==> src/rtl/seven_seg_scan_n_if.sv <==
// ----------------------------------------------------------------------------
// seven_seg_scan_n_if
//
// Write-only register bus used to program the seven_seg_scan_n display
// controller. Writes are single-cycle: the slave samples all three signals on
// the rising clock edge. There is no read-back and no wait state.
//
// Signals
//   BUS_WE   : write strobe, one cycle per write
//   BUS_ADDR : 8-bit byte address
//   BUS_DATA : 8-bit write data
//
// Modports
//   master : bus driver (CPU side / testbench)
//   slave  : display controller
// ----------------------------------------------------------------------------
interface seven_seg_scan_n_if;

  logic       BUS_WE;
  logic [7:0] BUS_ADDR;
  logic [7:0] BUS_DATA;

  modport master (
    output BUS_WE,
    output BUS_ADDR,
    output BUS_DATA
  );

  modport slave (
    input BUS_WE,
    input BUS_ADDR,
    input BUS_DATA
  );

endinterface

==> src/rtl/seven_seg_scan_n.sv <==
// ----------------------------------------------------------------------------
// seven_seg_scan_n
//
// Multiplexed seven-segment display controller with a small register window.
// Each digit is shown for 16 scan ticks. Within that slot the digit is lit
// only while the sub-slot count is at or below the brightness value. This
// gives a 16-step PWM from 1/16 duty (B=0) to full duty (B=15).
//
// Register window (relative to BASE_ADDR)
//   +0 .. +NUM_DIGITS-1 : digit registers
//                         [3:0] hex value, [4] DP on, [5] blank
//   +NUM_DIGITS .. +7   : unmapped; writes are ignored
//   +8                  : CTRL, [3:0] brightness, [7] display enable
//
// Parameters
//   NUM_DIGITS : number of multiplexed digits, 1..8
//   BASE_ADDR  : bus address of digit register 0
//   TICK_DIV   : clock cycles per scan tick, 2..4095
//
// Ports
//   CLK   : single clock, rising edge
//   RESET : asynchronous, active-high reset
//   bus   : register write bus (slave side)
//   SEL   : active-low digit enables, bit i selects digit i (registered)
//   DIGIT : active-low segments, [6:0] = g..a, [7] = decimal point (registered)
// ----------------------------------------------------------------------------
module seven_seg_scan_n #(
  parameter int         NUM_DIGITS = 4,
  parameter logic [7:0] BASE_ADDR  = 8'hD0,
  parameter int         TICK_DIV   = 2500
) (
  input  logic                  CLK,
  input  logic                  RESET,
  seven_seg_scan_n_if.slave     bus,
  output logic [NUM_DIGITS-1:0] SEL,
  output logic [7:0]            DIGIT
);

  // The index register keeps at least one bit so that the single-digit
  // build still has a legal vector. In that build the index is tied at 0.
  localparam int IDX_W = (NUM_DIGITS > 1) ? $clog2(NUM_DIGITS) : 1;
  localparam int PRE_W = $clog2(TICK_DIV);

  localparam logic [PRE_W-1:0] PRE_LAST = PRE_W'(TICK_DIV - 1);
  localparam logic [IDX_W-1:0] IDX_LAST = IDX_W'(NUM_DIGITS - 1);
  localparam logic [7:0]       NUM_DIG8 = 8'(NUM_DIGITS);
  localparam logic [7:0]       CTRL_OFF = 8'd8;

  // Values loaded by reset: every digit blanked, enable on, full brightness.
  localparam logic [5:0]       DIG_RST  = 6'h20;
  localparam logic [3:0]       BRI_RST  = 4'hF;

  // --------------------------------------------------------------------------
  // Hex value to active-low segment pattern, bit order g..a.
  // Letters A-F are shown as A b C d E F.
  // --------------------------------------------------------------------------
  function automatic logic [6:0] hex_to_seg(input logic [3:0] v);
    case (v)
      4'h0:    hex_to_seg = 7'b100_0000;
      4'h1:    hex_to_seg = 7'b111_1001;
      4'h2:    hex_to_seg = 7'b010_0100;
      4'h3:    hex_to_seg = 7'b011_0000;
      4'h4:    hex_to_seg = 7'b001_1001;
      4'h5:    hex_to_seg = 7'b001_0010;
      4'h6:    hex_to_seg = 7'b000_0010;
      4'h7:    hex_to_seg = 7'b111_1000;
      4'h8:    hex_to_seg = 7'b000_0000;
      4'h9:    hex_to_seg = 7'b001_0000;
      4'hA:    hex_to_seg = 7'b000_1000;
      4'hB:    hex_to_seg = 7'b000_0011;
      4'hC:    hex_to_seg = 7'b100_0110;
      4'hD:    hex_to_seg = 7'b010_0001;
      4'hE:    hex_to_seg = 7'b000_0110;
      default: hex_to_seg = 7'b000_1110;
    endcase
  endfunction

  // ==========================================================================
  // Stage p0: register window and scan counters
  // ==========================================================================

  // Address offset into the window. The subtraction wraps modulo 256, so
  // addresses below BASE_ADDR land far outside the window and are ignored.
  logic [7:0] addr_off;
  logic       dig_wr;
  logic       ctrl_wr;

  assign addr_off = bus.BUS_ADDR - BASE_ADDR;
  assign dig_wr   = bus.BUS_WE && (addr_off < NUM_DIG8);
  assign ctrl_wr  = bus.BUS_WE && (addr_off == CTRL_OFF);

  // BUS_DATA[6] has no meaning in any register.
  logic unused_data_bit;
  assign unused_data_bit = bus.BUS_DATA[6];

  logic [5:0] dig_reg [NUM_DIGITS];
  logic [3:0] bright;
  logic       disp_en;

  always_ff @(posedge CLK or posedge RESET) begin
    if (RESET) begin
      for (int i = 0; i < NUM_DIGITS; i++) begin
        dig_reg[i] <= DIG_RST;
      end
      bright  <= BRI_RST;
      disp_en <= 1'b1;
    end else begin
      for (int i = 0; i < NUM_DIGITS; i++) begin
        if (dig_wr && (addr_off == 8'(i))) begin
          dig_reg[i] <= bus.BUS_DATA[5:0];
        end
      end
      if (ctrl_wr) begin
        bright  <= bus.BUS_DATA[3:0];
        disp_en <= bus.BUS_DATA[7];
      end
    end
  end

  // The prescaler issues a one-cycle tick enable on its terminal count.
  // The sub-slot and digit index move only on that enable, so the whole
  // design stays on the single clock.
  logic [PRE_W-1:0] presc;
  logic             tick;
  logic [3:0]       sub_slot;
  logic [IDX_W-1:0] dig_idx;
  logic [IDX_W-1:0] idx_next;

  assign tick     = (presc == PRE_LAST);
  assign idx_next = (dig_idx == IDX_LAST) ? '0 : dig_idx + 1'b1;

  always_ff @(posedge CLK or posedge RESET) begin
    if (RESET) begin
      presc    <= '0;
      sub_slot <= '0;
      dig_idx  <= '0;
    end else begin
      presc <= tick ? '0 : presc + 1'b1;
      if (tick) begin
        sub_slot <= sub_slot + 4'd1;
        if (sub_slot == 4'hF) begin
          dig_idx <= idx_next;
        end
      end
    end
  end

  // --------------------------------------------------------------------------
  // Select the current digit register. An explicit compare loop is used
  // instead of a variable array index. When NUM_DIGITS is not a power of two,
  // the index vector can encode values past the last digit, and the loop
  // never reads outside the array.
  // --------------------------------------------------------------------------
  logic [5:0] cur_reg;

  always_comb begin
    cur_reg = dig_reg[0];
    for (int i = 1; i < NUM_DIGITS; i++) begin
      if (dig_idx == IDX_W'(i)) begin
        cur_reg = dig_reg[i];
      end
    end
  end

  // The digit is lit when the display is enabled, the PWM window is open,
  // and the digit is not blanked.
  logic                  lit;
  logic [NUM_DIGITS-1:0] sel_d;
  logic [7:0]            digit_d;

  assign lit = disp_en && (sub_slot <= bright) && !cur_reg[5];

  always_comb begin
    sel_d   = '1;
    digit_d = 8'hFF;
    if (lit) begin
      for (int i = 0; i < NUM_DIGITS; i++) begin
        if (dig_idx == IDX_W'(i)) begin
          sel_d[i] = 1'b0;
        end
      end
      digit_d = {~cur_reg[4], hex_to_seg(cur_reg[3:0])};
    end
  end

  // ==========================================================================
  // Stage p1: output registers
  // SEL and DIGIT load on the same edge from the same p0 state. A digit
  // change therefore never shows the old segments on the new digit, and no
  // input reaches an output without passing through a flop.
  // ==========================================================================
  logic [NUM_DIGITS-1:0] sel_p1;
  logic [7:0]            digit_p1;

  always_ff @(posedge CLK or posedge RESET) begin
    if (RESET) begin
      sel_p1   <= '1;
      digit_p1 <= 8'hFF;
    end else begin
      sel_p1   <= sel_d;
      digit_p1 <= digit_d;
    end
  end

  assign SEL   = sel_p1;
  assign DIGIT = digit_p1;

endmodule

==> src/flat_wrapper.sv <==
// flat-port wrapper written by rule: the top's interface ports become plain ports
module seven_seg_scan_n_flat 
#(
  parameter int         NUM_DIGITS = 4,
  parameter logic [7:0] BASE_ADDR  = 8'hD0,
  parameter int         TICK_DIV   = 2500
)
  (CLK, RESET, SEL, DIGIT, bus_BUS_WE, bus_BUS_ADDR, bus_BUS_DATA);
  seven_seg_scan_n_if bus_i ();
  input  logic CLK;
  input  logic RESET;
  output logic [NUM_DIGITS-1:0] SEL;
  output logic [7:0] DIGIT;
  input wire logic [$bits(bus_i.BUS_WE)-1:0] bus_BUS_WE;
  input wire logic [$bits(bus_i.BUS_ADDR)-1:0] bus_BUS_ADDR;
  input wire logic [$bits(bus_i.BUS_DATA)-1:0] bus_BUS_DATA;
  assign bus_i.BUS_WE = bus_BUS_WE;
  assign bus_i.BUS_ADDR = bus_BUS_ADDR;
  assign bus_i.BUS_DATA = bus_BUS_DATA;
  seven_seg_scan_n #(.NUM_DIGITS(NUM_DIGITS), .BASE_ADDR(BASE_ADDR), .TICK_DIV(TICK_DIV)) u_core (.CLK(CLK), .RESET(RESET), .bus(bus_i), .SEL(SEL), .DIGIT(DIGIT));
endmodule
==> config.mk <==
export PLATFORM = sky130hd
export DESIGN_NAME = seven_seg_scan_n_flat
export DESIGN_NICKNAME = d
export VERILOG_FILES = /design/src/rtl/seven_seg_scan_n_if.sv /design/src/rtl/seven_seg_scan_n.sv /design/src/flat_wrapper.sv
export SDC_FILE = /design/constraint.sdc
export NUM_CORES = 1
export LEC_CHECK = 0
export ABC_AREA = 1
export ABC_CLOCK_PERIOD_IN_PS = 4700
export BUFFER_PORTS_ARGS = -buffer_cell sky130_fd_sc_hd__clkbuf_2
export CORE_MARGIN = 10
export CORE_UTILIZATION = 50
export DETAILED_ROUTE_END_ITERATION = 7
export PLACE_DENSITY = 0.75
export SYNTH_ARGS = -nofsm -noshare
export SYNTH_HDL_FRONTEND = slang
export SYNTH_SLANG_ARGS = --single-unit
==> constraint.sdc <==
create_clock -name CLK -period 4.7 [get_ports CLK]
set_input_delay 0.94 -clock CLK [delete_from_list [all_inputs] [get_ports CLK]]
set_output_delay 0.94 -clock CLK [all_outputs]
set_load 0.02 [all_outputs]
---- Word level (Yosys, flattened, before mapping) ----
Memories as Yosys holds them, arrays and structs flattened.
Cells that the tools add are included.
storage, ports and cells
  bits of input ports ..................... 19
  memories ................................ 1
  bits in read-only memories .............. 112
  output and inout bits ................... 12
  register bits after elaboration ......... 59
operators by class
  reduce and logical (&&, ||, !) cells .... 12
  bitwise logic cells ..................... 1
  mux-type cells .......................... 11
  equal/unequal tests ..................... 9
  add/sub/neg operators ................... 4
  $lt $le $gt $ge ......................... 2
memory list
  memory            words  width  rd ports  clocked after memory_dff  write ports  line                    text
  (name not given)  16     7      1         0                         0            seven_seg_scan_n.sv:58  case (v)
operator list
  kind                                                count
  two-way mux 6 bit                                   3
  == test 8 x 2 -> 1 bit, second input constant       2
  adder 12 x 1 -> 12 bit, second input constant       1
  == test 12 bit, second input constant               1
  two-way mux 12 bit                                  1
  == test 8 x 1 -> 1 bit, second input constant       1
  == test 8 x 4 -> 1 bit, second input constant       1
  logical AND 1 bit                                   8
  logical NOT 8 bit                                   1
  < comparator 8 x 3 -> 1 bit, second input constant  1
  two-way mux 8 bit                                   1
  subtractor 8 bit, second input constant             1
  adder 4 x 1 -> 4 bit, second input constant         1
  == test 2 bit, second input constant                2
  == test 4 bit, second input constant                1
  less-or-equal comparator 4 bit                      1
  two-way mux 1 bit                                   4
  two-way mux 4 bit                                   1
  adder 2 x 1 -> 2 bit, second input constant         1
  == test 2 x 1 -> 1 bit, second input constant       1
  logical NOT 2 bit                                   1
  two-way mux 2 bit                                   1
  AND reduction 2 bit                                 1
  logical NOT 1 bit                                   1
  NOT 1 bit                                           1

---- Depth between registers and ports, before layout ----
Gate-level depths: netlist of the first run.
  depth in word-level cells ............... 7
  mapped depth ............................ 14
  gate-level depth less buffers ........... 13

---- Worst setup path before layout of the first run ----
OpenSTA, ideal clock, no wires.
  path kind ............................... register -> register
  start point ............................. register u_core.dig_idx[0]
  end point ............................... register u_core.digit_p1[5], in the netlist u_core.DIGIT[5]
  setup time .............................. 77 ps
  path slack .............................. 2734 ps
  period minus slack after synthesis ...... 1966 ps
  stages on the path, launching flop included .. 13
  arrival time ............................ 1889 ps
  cell sequence ........................... dfrtp_1 inv_1 ha_1 inv_2 nor2_1 nor2_1 a21boi_1 inv_1 ha_1 nand2_1 o21ai_0 nand2_1 nand2_1
between the ends
  word-level cells in the longest chain between the ends .. 7
  elaborated cells between the ends (all ways) .. 10
  classes of those cells .................. 3 x eq/ne; 4 x mux; 2 x reduce/logical; 1 x memory
RTL lines
  item                                                         line                     text
  start, declared                                              seven_seg_scan_n.sv:126  logic [IDX_W-1:0] dig_idx;
  start signal, assigned                                       seven_seg_scan_n.sv:142  dig_idx <= idx_next;
  == test 2 x 1 -> 1 bit                                       seven_seg_scan_n.sv:159  if (dig_idx == IDX_W'(i)) begin
  two-way mux 6 bit (2 in a row)                               seven_seg_scan_n.sv:159
  two-way mux 6 bit *                                          seven_seg_scan_n.sv:159
  branches (longest 2 deep; another with memory (16 x 7 bit))  --
  two-way mux 8 bit *                                          seven_seg_scan_n.sv:176  if (lit) begin
  net u_core.digit_d[5]                                        seven_seg_scan_n.sv:169  logic [7:0] digit_d;
  end signal, assigned                                         seven_seg_scan_n.sv:201  digit_p1 <= digit_d;
  end, declared                                                seven_seg_scan_n.sv:193  logic [7:0] digit_p1;
Mark *: on every way through the listed nets, which the timed path passes.
A chain may end at the register's enable or synchronous reset.

---- Worst setup path after layout of the first run ----
  start point ............................. register u_core.dig_idx[1]
  end point ............................... register u_core.digit_p1[5], in the netlist u_core.DIGIT[5]
The elaborated chain is that of the path after synthesis.

==> parameters.txt, run 1 <==
Parameter                              Value

Synth
  Post-synth cell types ... 31
  Adder and majority cell fraction of the synthesized area ... 6.96%
  Async set or reset register ratio after synthesis ... 100%
  Main combinational cell family by area after synthesis ... simple AND/OR/NAND/NOR gates
  Yosys warnings ... 0
  Post-synth top cells ... 104 x sky130_fd_sc_hd__nand2_1, 46 x sky130_fd_sc_hd__inv_1, 38 x sky130_fd_sc_hd__dfrtp_1
  Post-Synthesis Cells ... 364
  Cell area after synthesis ... 0.00306 mm²
  Multiplexer area fraction after synthesis ... 0%
  Simple-gate share of the synthesized area ... 25.0%
  Proportion of synthesized chip area in sequential cells ... 49.2%
  Post-synthesis net count ... 400
  #FFs+latches synth ... 59
  Top FF cell, synth ... sky130_fd_sc_hd__dfrtp_1
  Most area-consuming cells after synthesis ... sky130_fd_sc_hd__dfrtp_1 31%, sky130_fd_sc_hd__dfstp_2 18%, sky130_fd_sc_hd__nand2_1 13%
  Compound-gate portion of the synthesized area ... 8.51%
  Yosys top cell area share ... 31.1%
  Number of enable flip-flop cells after synthesis ... 0
  Parity-gate share of the synthesized area counting xor and xnor cells ... 2.58%
  Top-count cell post-synth ... sky130_fd_sc_hd__nand2_1
  Post-synthesis average cell area ... 8.40 µm²
  Cell type contributing the most total cell area after synthesis ... sky130_fd_sc_hd__dfrtp_1

GRT
  Global routing usage summed across all routing layers ... 12.9%
  Antenna violations before repair ... 0
  Pin count of the biggest net entering global routing ... 39
  Via count of the first global-routing pass ... 2,406
  Global-route wire length before repair ... 10,500 µm
  Met3 Use GR ... 4.72%
  Top Usage Layer GRT ... met2
  Grt met1 use ... 15.5%
  Grt ovf ... 0
  Met2 usage ... 20.8%

Placed design
  Placement Setup Slack ... 2.27 ns
  Input/output buffers ... 29
  Placer Congestion ... 0.862
  Detail Placement HPWL ... 4340 µm

Setup path
  Largest fanout of any net on the critical path ... 8
  Worst setup path class ... reg -> reg
  Data required time of the critical path ... 4.97 ns
  CP Launch Type ... flop
  Data arrival time of the worst path ... 2.75 ns
  Setup crit end kind ... flop

Clocking
  Sinks on the clock net ... 59
  Number of buffers on the longest clock path ... 2
  Cts hold-fix bufs ... 0
  CTS buffer count ... 9
  Clock latency on the worst-skew pair ... 0.34 ns
  Buffer cell driving the clock tree root ... sky130_fd_sc_hd__clkbuf_8
  Resized Gates After CTS ... 0
  Number of buffers added for setup after CTS ... 0
  CTS clock-pin slew for the worst setup and hold paths ... 0.07 ns
  CTS tree ... built
  H-tree lvl count ... 3

Timing
  Rel. slew slack ... 55.9%
  Max frequency ... 403 MHz
  Total of endpoints with negative setup slack in the final report ... 0
  Portion of the clock cycle consumed by the worst path in the final layout ... 52.8%
  Slew Limit Fails ... 0
  Worst Slack Setup Final ... 2.22 ns
  Worst-case clock skew ... 0.00962 ns
  Total count of hold-check failures in the final report ... 0
  Setup TNS ... 0 ns
  RSZ-0062 raised after global routing ... false
  Least-Margin Pin Slew ... 0.660 ns
  Time the final worst path needs with I/O delays and setup ... 2.48 ns

Final layout
  Share of final-layout standard cells stronger than drive strength 1 ... 19.9%
  Net total in the final layout ... 433
  Number of flip-flops in the largest register ... 24
  Diodes inserted ... 0
  Layout-stage area growth over the synthesis result ... 11.5%

Floorplanning
  Die area ... 0.00964 mm²
  Site Rows ... 28
  Number of top-level pins ... 31
  Die Wd ... 98.2 µm
  Starting Density ... 51.6%
  Overall die height ... 98.2 µm
  Area of the core ... 0.00592 mm²

Run
  Number of violations of the max-capacitance limit ... 0

Routing
  Average wire per standard cell ... 12.2 µm
  DRC violations left ... 0
  Via-per-instance ratio ... 4.94
  Antenna violation net count after detailed routing ... 0
  Routed wire length ... 5840 µm
  Routed vias ... 2,356
  Drt initial violations ... 89
  Iteration count of the initial detailed-routing pass ... 4

Outcome
  Status ... completed

Power and ir drop
  Lkg Pwr ... 1.67 nW
  Maximum vdd drop ... 0.000237 V
  Ratio of total power to cell area ... 294 mW/mm²

Hold path
  Path category of the worst min-delay check ... reg -> reg
-- metal layers --
metal	share of wire (%)	vias up	wire, µm
met2	46	53	2700
met1	47	1075	2740
li1	-	1222	-
met5	0	-	0
met4	0.86	0	50
met3	6.1	6	354
-- final cells by class --
type                    count  area, µm²
multi-input cells         249       1320
flip-flops and latches     59       1500
clock buffers              13        149
repair buffers             30        153
clock inverters             3       15.0
well taps                  75       93.8
inverters                  48        180
fillers                   550       2510
-- worst max-delay path, cell delays in order, from the launching register on --
cell                       delay, ns
sky130_fd_sc_hd__dfrtp_1        0.41
sky130_fd_sc_hd__inv_1          0.09
sky130_fd_sc_hd__ha_1           0.35
sky130_fd_sc_hd__inv_2          0.13
sky130_fd_sc_hd__nand2_1        0.08
sky130_fd_sc_hd__nand3_1        0.06
sky130_fd_sc_hd__a21boi_1       0.52
sky130_fd_sc_hd__inv_1          0.20
sky130_fd_sc_hd__ha_1           0.27
sky130_fd_sc_hd__nand2_1        0.10
sky130_fd_sc_hd__o21ai_0        0.08
sky130_fd_sc_hd__nand2_1        0.06
sky130_fd_sc_hd__nand2_1        0.05
-- metrics by stage --
| stage | util, % | total power, mW | area, µm² | instances | hold WS [ns] |
|---|---|---|---|---|---|
| 5_1_grt | 57.6 | 1.05 | 3410 | 477 | 0.503 |
| 4_1_cts | 57.6 | 1.01 | 3410 | 477 | 0.475 |
| 3_5_place_dp | 54.8 | 0.620 | 3250 | 461 | 0.465 |
| 6_report | 57.6 | 1.00 | 3410 | 477 | 0.465 |
| 3_3_place_gp | 54.8 | 0.617 | 3250 | 461 | 0.448 |
| 2_1_floorplan | - | 0.595 | 3060 | 364 | 0.431 |
-- path summary, 6_finish.rpt --
check / startpoint / endpoint / slack (ns) / depth (start not counted)
min reg2reg: u_core.presc[0]$_DFF_PP0_ / u_core.presc[0]$_DFF_PP0_ / 0.47 / 1
max: u_core.dig_idx[1]$_DFFE_PP0P_ / u_core.DIGIT[5]$_DFF_PP1_ / 2.22 / 12
min in group asynchronous: RESET / u_core.dig_reg[0]$_DFFE_PP0P_ / 0.59 / 2
max reg2reg: u_core.dig_idx[1]$_DFFE_PP0P_ / u_core.DIGIT[5]$_DFF_PP1_ / 2.22 / 12
min: u_core.presc[0]$_DFF_PP0_ / u_core.presc[0]$_DFF_PP0_ / 0.47 / 1
max in group asynchronous: RESET / u_core.dig_reg[17]$_DFFE_PP1P_ / 3.26 / 3
-- power by group --
part / internal (mW) / total (mW) / switching (mW)
Sequential: 0.528 / 0.536 / 0.00740
Clock: 0.203 / 0.393 / 0.190
Combinational: 0.0257 / 0.0739 / 0.0481
-- cell usage in the layout, fill, tap and decap left out, types with 2 or more instances in the layout --
master / Yosys / final
sky130_fd_sc_hd__a21oi_1: 6 / 6
sky130_fd_sc_hd__clkbuf_1: 0 / 3
sky130_fd_sc_hd__clkbuf_2: 1 / 29
sky130_fd_sc_hd__clkbuf_8: 0 / 10
sky130_fd_sc_hd__clkinv_2: 0 / 3
sky130_fd_sc_hd__dfrtp_1: 38 / 38
sky130_fd_sc_hd__dfstp_2: 21 / 21
sky130_fd_sc_hd__ha_1: 17 / 17
sky130_fd_sc_hd__inv_1: 46 / 45
sky130_fd_sc_hd__inv_2: 2 / 3
sky130_fd_sc_hd__nand2_1: 104 / 104
sky130_fd_sc_hd__nand3_1: 26 / 26
sky130_fd_sc_hd__nand3b_1: 2 / 2
sky130_fd_sc_hd__nand4_1: 5 / 5
sky130_fd_sc_hd__nor2_1: 27 / 27
sky130_fd_sc_hd__nor3_1: 5 / 5
sky130_fd_sc_hd__o21ai_0: 12 / 12
sky130_fd_sc_hd__o21ai_1: 19 / 19
sky130_fd_sc_hd__o21ai_2: 7 / 7
sky130_fd_sc_hd__xor2_1: 8 / 8
-- cells by family (layout without fill, tap and decap cells) --
family | after synthesis | in the layout
adder cells (fa/ha/maj) | 17 | 17
flip-flops | 59 | 59
XOR/XNOR | 9 | 9
AO/OA/AOI/OAI | 46 | 46
buffers and inverters | 56 | 94
AND/OR/NAND/NOR | 177 | 177
Power figures use the tool's default switching activity.
==> run 2: changes to the inputs <==
--- a/config.mk
+++ b/config.mk
@@ -5,13 +5,13 @@
 export SDC_FILE = /design/constraint.sdc
 export NUM_CORES = 1
 export LEC_CHECK = 0
-export ABC_AREA = 1
-export ABC_CLOCK_PERIOD_IN_PS = 4700
+export ABC_AREA = 0
+export ABC_CLOCK_PERIOD_IN_PS = 2300
 export BUFFER_PORTS_ARGS = -buffer_cell sky130_fd_sc_hd__clkbuf_2
 export CORE_MARGIN = 10
 export CORE_UTILIZATION = 50
 export DETAILED_ROUTE_END_ITERATION = 7
-export PLACE_DENSITY = 0.75
+export PLACE_DENSITY = 0.76
 export SYNTH_ARGS = -nofsm -noshare
 export SYNTH_HDL_FRONTEND = slang
 export SYNTH_SLANG_ARGS = --single-unit
==> constraint.sdc (replaced) <==
create_clock -name CLK -period 2.3 [get_ports CLK]
set_input_delay 0.46 -clock CLK [delete_from_list [all_inputs] [get_ports CLK]]
set_output_delay 0.46 -clock CLK [all_outputs]
set_load 0.02 [all_outputs]
==> parameters.txt, run 2 <==
Parameter                              Value

Setup path
  Worst reg-to-reg setup slack ... 0.19 ns
  Worst setup path class ... reg -> reg
  End of the worst register-to-register path ... u_core.DIGIT[3]$_DFF_PP1_
  Setup crit end kind ... flop
  Number of cells on the worst reg-to-reg path ... 10
  CP Launch Type ... flop
  Startpoint of the worst register-to-register path ... u_core.dig_idx[1]$_DFFE_PP0P_
  Data arrival time of the worst path ... 2.36 ns
  Data required time of the critical path ... 2.55 ns
  Largest fanout of any net on the critical path ... 4

Hold path
  Path category of the worst min-delay check ... in -> async

Routing
  Antenna violation net count after detailed routing ... 0
  Iteration count of the initial detailed-routing pass ... 4
  Average wire per standard cell ... 14.1 µm
  Drt initial violations ... 55
  Metal3 WL ... 316 µm
  Top Metal Used ... met4
  DRC violations left ... 0
  Routed vias ... 1,880
  Via-per-instance ratio ... 5.21
  Routed wire length ... 5110 µm
  Met1 Wirelength ... 2520 µm
  Met2 routed WL ... 2220 µm

Synth
  Post-synthesis net count ... 279
  #FFs+latches synth ... 59
  Post-synth cell types ... 38
  Async set or reset register ratio after synthesis ... 100%
  Post-synthesis average cell area ... 11.9 µm²
  Post-synth top cells ... 38 x sky130_fd_sc_hd__dfrtp_1, 32 x sky130_fd_sc_hd__mux2_2, 21 x sky130_fd_sc_hd__dfstp_2
  Yosys warnings ... 0
  Most area-consuming cells after synthesis ... sky130_fd_sc_hd__dfrtp_1 33%, sky130_fd_sc_hd__dfstp_2 19%, sky130_fd_sc_hd__mux2_2 12%
  Yosys top cell area share ... 32.9%
  Number of enable flip-flop cells after synthesis ... 0
  Top-count cell post-synth ... sky130_fd_sc_hd__dfrtp_1
  Post-Synthesis Cells ... 243
  Proportion of synthesized chip area in sequential cells ... 51.9%
  Top FF cell, synth ... sky130_fd_sc_hd__dfrtp_1
  Cell type contributing the most total cell area after synthesis ... sky130_fd_sc_hd__dfrtp_1
  Cell area after synthesis ... 0.00289 mm²

Floorplanning
  Overall die height ... 96.1 µm
  Die area ... 0.00923 mm²
  Die Wd ... 96.1 µm
  Area of the core ... 0.00557 mm²
  Site Rows ... 27
  Number of top-level pins ... 31
  Starting Density ... 51.9%

Placed design
  Placed cell area ... 0.00317 mm²
  Input/output buffers ... 29
  Detail Placement HPWL ... 3760 µm
  Placer Congestion ... 0.918
  Placement Setup Slack ... 0.0958 ns

Power and ir drop
  Lkg Pwr ... 1.53 nW
  Sequential Power Share ... 51.1%
  Internal power contribution ... 1.64 mW
  Part of the total power dissipated in combinational logic ... 6.9%
  Clock network fraction of design power ... 42.0%
  Share of total power consumed by net switching ... 23.4%
  Switching pwr ... 500 µW
  Maximum vdd drop ... 0.000440 V
  Ratio of total power to cell area ... 636 mW/mm²

GRT
  Global-route wire length before repair ... 8410 µm
  Grt ovf ... 0
  Via count of the first global-routing pass ... 1,846
  Pin count of the biggest net entering global routing ... 36
  Antenna violations before repair ... 0
  Global routing usage summed across all routing layers ... 11.8%

Final layout
  Number of flip-flops in the largest register ... 24
  Area occupied by multi-input gates ... 0.00130 mm²
  Reg area ... 0.00150 mm²
  Design area ... 0.00336 mm²
  Most frequent standard cell in the layout excluding fill and tap cells ... sky130_fd_sc_hd__dfrtp_1
  Final core utilization ... 60.3%
  Net total in the final layout ... 320
  Diodes inserted ... 0
  Most frequent cells in the layout ... 38 x sky130_fd_sc_hd__dfrtp_1, 32 x sky130_fd_sc_hd__mux2_2, 29 x sky130_fd_sc_hd__clkbuf_2
  Layout-stage area growth over the synthesis result ... 16.3%
  Number of fillers in the final layout ... 454
  Share of final-layout standard cells stronger than drive strength 1 ... 39.8%

Clocking
  Number of buffers on the longest clock path ... 2
  Sinks on the clock net ... 59
  CTS buffer count ... 9
  CTS tree ... built
  CTS clock-pin slew for the worst setup and hold paths ... 0.06 ns
  Buffer cell driving the clock tree root ... sky130_fd_sc_hd__clkbuf_8
  Number of buffers added for setup after CTS ... 0
  H-tree lvl count ... 3
  Clock latency on the worst-skew pair ... 0.33 ns

Timing
  Slew Limit Fails ... 0
  Worst Slack Setup Final ... 0.192 ns
  Max frequency ... 474 MHz
  Total of endpoints with negative setup slack in the final report ... 0
  Worst-case clock skew ... 0.00749 ns
  Portion of the clock cycle consumed by the worst path in the final layout ... 91.6%
  Time the final worst path needs with I/O delays and setup ... 2.11 ns
  Total count of hold-check failures in the final report ... 0
  Rel. slew slack ... 64.9%
  Least-Margin Pin Slew ... 0.526 ns

Outcome
  Status ... completed

Run
  Number of violations of the max-capacitance limit ... 0
## run 2: cell types whose count changed in the layout (fill, tap and decap cells not counted), sizes merged, moves of 5 or more
cell   previous run  this run
buf               1         9
inv              48        15
mux2              0        34
mux2i             0         8
nand2           105        17
nand3            27        11
nor2             27        16
nor3              7         2
o21ai            38         5
xnor2             1        10
xor2              8         3
## run 2: power groups by stage
stage	sequential (mW)	clock, mW	combinational [mW]
6_report	1.09	0.898	0.148
5_1_grt	1.10	0.979	0.167
4_1_cts	1.09	0.931	0.151
3_5_place_dp	1.11	0	0.150
3_3_place_gp	1.11	0	0.145
2_1_floorplan	1.12	0	0.0860
## run 2: routing by layer
| metal | up-vias | global-route usage, % |
|---|---|---|
| li1 | 928 | - |
| met1 | 905 | 15.4 |
| met2 | 39 | 17.2 |
| met3 | 8 | 4.90 |
| met4 | 0 | 4.05 |
| met5 | - | 0 |
## run 2: worst max path at each step
stage                                     end  cells past startpoint                           from
floorplan           u_core.DIGIT[3]$_DFF_PP1_                     10  u_core.dig_idx[0]$_DFFE_PP0P_
global placement    u_core.DIGIT[3]$_DFF_PP1_                      9  u_core.dig_idx[0]$_DFFE_PP0P_
detailed placement  u_core.DIGIT[3]$_DFF_PP1_                      9  u_core.dig_idx[0]$_DFFE_PP0P_
CTS                 u_core.DIGIT[3]$_DFF_PP1_                      9  u_core.dig_idx[0]$_DFFE_PP0P_
global route        u_core.DIGIT[3]$_DFF_PP1_                     10  u_core.dig_idx[1]$_DFFE_PP0P_
finish              u_core.DIGIT[3]$_DFF_PP1_                     10  u_core.dig_idx[1]$_DFFE_PP0P_
## run 2: what timing repair did
item / CTS / global route
hold buffers: 0 / 0
endpoints found under the setup margin: 0 / 5
endpoints found under the hold margin: 0 / 0
gates resized for setup: 0 / 3
## run 2: critical path, stage by stage (launching register included)
cell and delay, ns:
sky130_fd_sc_hd__dfrtp_1 0.42, sky130_fd_sc_hd__inv_1 0.09, sky130_fd_sc_hd__ha_2 0.23, sky130_fd_sc_hd__mux2_2 0.34, sky130_fd_sc_hd__mux2i_1 0.12, sky130_fd_sc_hd__o21ai_1 0.11, sky130_fd_sc_hd__inv_1 0.15, sky130_fd_sc_hd__ha_1 0.27
sky130_fd_sc_hd__nor2_1 0.10, sky130_fd_sc_hd__a21oi_1 0.04, sky130_fd_sc_hd__o211ai_1 0.16
## run 2: layout make-up
| cell class | count | area share [%] |
|---|---|---|
| flip-flops and latches | 59 | 44.7 |
| multi-input cells | 161 | 38.5 |
| repair buffers | 38 | 6.70 |
| well taps | 72 | 2.68 |
| clock inverters | 7 | 2.05 |
| inverters | 15 | 1.67 |
| clock buffers | 9 | 3.68 |
## run 2: cells by family after synthesis
| family | after synthesis | synth area share [%] |
|---|---|---|
| fa+ha+maj | 17 | 7.35 |
| mux | 42 | 16.0 |
| compound gates | 25 | 5.97 |
| simple gates | 64 | 11.4 |
| xor+xnor | 13 | 3.94 |
| flops | 59 | 51.9 |
| buf+inv | 23 | 3.42 |
## run 2: stage by stage
stage,hold WS [ns],power [mW],TNS [ns],std cells
final,0.151,2.14,0,361
after global routing,0.183,2.24,-0.00256,361
after CTS,0.152,2.17,0,361
after detailed placement,0.482,1.26,0,345
after global placement,0.474,1.25,0,345
after floorplan,0.453,1.20,0,243
